### src/rtl/fetch_queue_pkg.sv
// Shared fetch/decode constants and the queue entry bundle.
// Fetch unit, fetch queue and decode all import this package.
package fetch_queue_pkg;

  localparam int INST_W = 32;
  localparam int PC_W   = 32;

  localparam logic [PC_W-1:0] RESET_PC = 32'h0;

  typedef struct packed {
    logic [PC_W-1:0]   pc;
    logic [INST_W-1:0] inst;
  } fq_entry_t;

  localparam int ENTRY_W = $bits(fq_entry_t);

endpackage

### src/rtl/fetch_queue_mem.sv
// Fetch queue storage: one write port, one asynchronous read port.
// Contents are intentionally left unreset.
module fetch_queue_mem
  import fetch_queue_pkg::*;
#(
  parameter int DEPTH = 4,
  parameter int AW    = 2
) (
  input  logic            clk,
  input  logic            we,
  input  logic [AW-1:0]   waddr,
  input  fq_entry_t       wdata,
  input  logic [AW-1:0]   raddr,
  output fq_entry_t       rdata
);

  fq_entry_t mem [DEPTH];

  always_ff @(posedge clk) begin
    if (we) begin
      mem[waddr] <= wdata;
    end
  end

  assign rdata = mem[raddr];

endmodule

### src/rtl/fetch_queue.sv
// In-order {pc, inst} queue between fetch and decode.
// Flush on a taken jump squashes every queued entry.
module fetch_queue
  import fetch_queue_pkg::*;
#(
  parameter int DEPTH = 4,
  parameter int AW    = 2
) (
  input  logic              clk,
  input  logic              rst,
  input  logic [PC_W-1:0]   inPc,
  input  logic [INST_W-1:0] inInst,
  input  logic              inValid,
  input  logic              flush,
  input  logic              outReady,
  output logic [PC_W-1:0]   outPc,
  output logic [INST_W-1:0] outInst,
  output logic              outValid,
  output logic              full,
  output logic [AW:0]       count
);

  localparam logic [AW:0] FULL_CNT = (AW+1)'(DEPTH);

  logic [AW-1:0] wr_ptr;
  logic [AW-1:0] rd_ptr;
  logic [AW:0]   cnt;
  logic          push;
  logic          pop;
  fq_entry_t     wr_entry;
  fq_entry_t     rd_entry;

  assign full     = (cnt == FULL_CNT);
  assign outValid = (cnt != '0);
  assign count    = cnt;

  // Flush wins over both handshakes; full blocks push even on a pop.
  assign push = inValid && !full && !flush;
  assign pop  = outValid && outReady && !flush;

  assign wr_entry.pc   = inPc;
  assign wr_entry.inst = inInst;

  fetch_queue_mem #(
    .DEPTH (DEPTH),
    .AW    (AW)
  ) u_mem (
    .clk   (clk),
    .we    (push),
    .waddr (wr_ptr),
    .wdata (wr_entry),
    .raddr (rd_ptr),
    .rdata (rd_entry)
  );

  always_ff @(posedge clk) begin
    if (rst) begin
      wr_ptr <= '0;
      rd_ptr <= '0;
      cnt    <= '0;
    end else if (flush) begin
      wr_ptr <= '0;
      rd_ptr <= '0;
      cnt    <= '0;
    end else begin
      if (push) begin
        wr_ptr <= wr_ptr + AW'(1);
      end
      if (pop) begin
        rd_ptr <= rd_ptr + AW'(1);
      end
      unique case ({push, pop})
        2'b10:   cnt <= cnt + (AW+1)'(1);
        2'b01:   cnt <= cnt - (AW+1)'(1);
        default: cnt <= cnt;
      endcase
    end
  end

  assign outPc   = outValid ? rd_entry.pc   : RESET_PC;
  assign outInst = outValid ? rd_entry.inst : '0;

endmodule
### config.mk
export PLATFORM = sky130hd
export DESIGN_NAME = fetch_queue
export DESIGN_NICKNAME = d
export VERILOG_FILES = /design/src/rtl/fetch_queue_pkg.sv /design/src/rtl/fetch_queue_mem.sv /design/src/rtl/fetch_queue.sv
export SDC_FILE = /design/constraint.sdc
export NUM_CORES = 1
export LEC_CHECK = 0
export BUFFER_PORTS_ARGS = -buffer_cell sky130_fd_sc_hd__buf_2
export CORE_ASPECT_RATIO = 1.1
export CORE_UTILIZATION = 57
export CTS_BUF_LIST = sky130_fd_sc_hd__clkbuf_16
export DETAILED_ROUTE_END_ITERATION = 6
export PLACE_DENSITY = 0.83
export SYNTH_ARGS = -nofsm -noshare
export SYNTH_HDL_FRONTEND = slang
export SYNTH_SLANG_ARGS = --single-unit
### constraint.sdc
create_clock -name clk -period 3.2 [get_ports clk]
set_input_delay 0.16 -clock clk [delete_from_list [all_inputs] [get_ports clk]]
set_output_delay 0.16 -clock clk [all_outputs]
set_load 0.005 [all_outputs]
==> flow_summary.json <==
{
  "synth_most_common_cell": "edfxtp_1",
  "crit_path_max_fanout": 29,
  "die_h_um": 143,
  "met1_length_um": 7180,
  "diodes": 0,
  "die_w_um": 130,
  "worstHoldPathType": "primary input to register",
  "netlist_instances": 461,
  "skew_ns": 0.00867,
  "holdBufCountCts": 65,
  "grt_pass1_wl_um": 28600,
  "async_flop_share_pct": 0,
  "fp-row-count": 51,
  "grtUsageTotal_pct": 21.0,
  "place_congestion": 0.757,
  "run_status": "completed",
  "cp.arrival_ns": 2.43,
  "io_pins": 138,
  "setup_viol": 0,
  "fin_crit_sh_pct": 81.0,
  "fmax_ghz": 0.386,
  "cts_buffers": 26,
  "drive_gt1_share_pct": 35.3,
  "synth_top_area_share_pct": 75.1,
  "h-tree-depth": 1,
  "cts_sinks": 265,
  "syn_area_per_cell_um2": 22.2,
  "synth_edf_count": 256,
  "cap_viol_max_count": 0,
  "dieArea_um2": 18500,
  "finalCriticalPeriod_ns": 2.59,
  "synth_cell_types": 29,
  "p_leak_uw": 0.00439,
  "synth-main-ff-cell": "edfxtp_1",
  "post_layout_nonfiller_instances": 930,
  "fillCellCount": 1114,
  "post_cts_buffers": 0,
  "crit_path_end_kind": "primary output",
  "final_hold_viol_count": 0,
  "antenna_found_initial": 0,
  "drv_slew": 0,
  "synth.area.top_cells": "edfxtp_1, mux4_2, and2_1, dfxtp_1, buf_12",
  "clock_latency_ns": 0.51,
  "slew_headroom_pct": 26.6,
  "wl_um": 18800,
  "areaGrowthSynthToFinish_pct": 22.5,
  "ctsResizeCount": 0,
  "cp-start-kind": "register",
  "required_ns": 3.04,
  "grt_max_degree": 66,
  "vias": 5108,
  "fin_total_pwr_uw": 6860,
  "dr.pass1.iters": 4,
  "path_clk_slew_ns": 0.06,
  "dp.final_hpwl_um": 10300,
  "root_buffer": "clkbuf_16",
  "drt-initial-drc-count": 273,
  "drcViolationCount": 0,
  "grt.overflow.total": 0,
  "synthesis.area_um2": 10200,
  "grt_pass1_vias": 5589,
  "syn_nets": 536,
  "nets": 747,
  "grt_setup_unrepaired": "no",
  "wl_met2_um": 10100,
  "synth_top_cell_by_area": "edfxtp_1",
  "peakVddDrop_mv": 0.471,
  "ant_nets": 0,
  "core_region_area_um2": 17600,
  "wl_met3_um": 977,
  "max_stage_delay_ns": 0.75,
  "initial_core_util_pct": 58.1,
  "path_class": "register to primary output",
  "seq_area_frac_synth_pct": 76.9,
  "cts_tree": "yes",
  "slowest_stage": "dfxtp_4",
  "portBuffers": 137,
  "power.density_nw_per_um2": 547,
  "worst_slew_pin_slew_ns": 1.10,
  "setup_tns_ns": 0,
  "utilization_pct": 71.2,
  "ys_ff_latch": 265,
  "dp_cells": 817,
  "dr.max_layer_used": "met4",
  "crit_chain": "buf_12 -> mux4_2 -> and2_1 -> buf_2",
  "cts_buffer_depth": 3,
  "wl_per_cell_um": 20.2,
  "yosys_warnings": 0,
  "yosys-top-cells-count": "edfxtp_1, and2_1, mux4_2",
  "viasPerCell": 5.49
}
==> where the power goes <==
group          leakage [uW]  internal, uW  switching (uW)
Sequential          0.00240          3850            16.2
Clock              0.000391          1510            1170
Combinational       0.00160           165             137
Total               0.00439          5530            1330
==> routing by layer <==
metal / up-vias / track usage [%]
met2: 178 / 37.6
met5: - / 0
met4: 0 / 8.38
met1: 2590 / 25.2
met3: 45 / 3.38
li1: 2295 / -
==> registers in the layout, indices dropped and copies added (netlist names), named ones only <==
name and count:
count 3, rd_ptr 2, u_mem.mem 256, wr_ptr 2
==> layout by cell type (no fill, tap or decap), types with 2 or more instances in the layout <==
| cell type | Yosys | routed |
|---|---|---|
| edfxtp_1 | 256 | 256 |
| mux4_1 | 4 | 4 |
| mux4_2 | 60 | 60 |
| and2_1 | 64 | 64 |
| ha_1 | 5 | 5 |
| buf_2 | 7 | 137 |
| dfxtp_4 | 0 | 2 |
| dfxtp_1 | 9 | 7 |
| buf_12 | 6 | 4 |
| clkinv_2 | 0 | 5 |
| clkinv_1 | 0 | 11 |
| clkbuf_16 | 0 | 27 |
| a21oi_1 | 3 | 3 |
| nor2_1 | 8 | 8 |
| dlygate4sd3_1 | 0 | 65 |
| inv_1 | 7 | 11 |
| xor2_1 | 4 | 4 |
| and3_4 | 0 | 4 |
==> stage by stage <==
| step | hold WS (ns) | setup WS [ns] | cell area (um2) |
|---|---|---|---|
| floorplan | 0.259 | 0.523 | 10200 |
| global placement | 0.369 | 0.866 | 11100 |
| detailed placement | 0.375 | 0.708 | 11100 |
| CTS | 0.0317 | 0.551 | 12500 |
| global route | 0.0756 | 0.451 | 12500 |
| finish | 0.0672 | 0.609 | 12500 |
==> cells by family (layout without fill, tap and decap cells) <==
logic type	after synthesis	after routing	synth area share, %
xor gates and xnor gates	4	4	0.342
muxes	64	64	14.2
adders and majority gates	6	6	0.807
DFF	265	265	76.9
and+or+nand+nor	84	84	4.98
AOI/OAI and AO/OA	8	8	0.550
buffers and inverters	30	261	2.22
==> critical path, delay by kind of cell, from the launching register on <==
family | cells | cell delay [ns]
buf+inv | 2 | 0.42
flops | 1 | 0.75
mux | 1 | 0.54
simple gates | 1 | 0.19
==> path summary, 6_finish.rpt <==
kind         cells after the start  slack, ns       from     endpoint
min reg2reg                      2       0.55  rd_ptr[1]    rd_ptr[1]
max reg2reg                      9       0.67   count[2]     count[2]
min                              4       0.07      flush    wr_ptr[1]
max                              4       0.61   register  outInst[23]
==> cell type report <==
type                            instances  area (um2)  area share (%)
Tap cell                              238         298            2.37
Sequential cell                       265        7880            62.8
Clock inverter                         21        88.8           0.708
Inverter                                7        26.3           0.210
Multi-Input combinational cell        166        2160            17.2
Clock buffer                           27         676            5.39
Timing Repair Buffer                  206        1420            11.3
(Power assumes the default switching activity.)
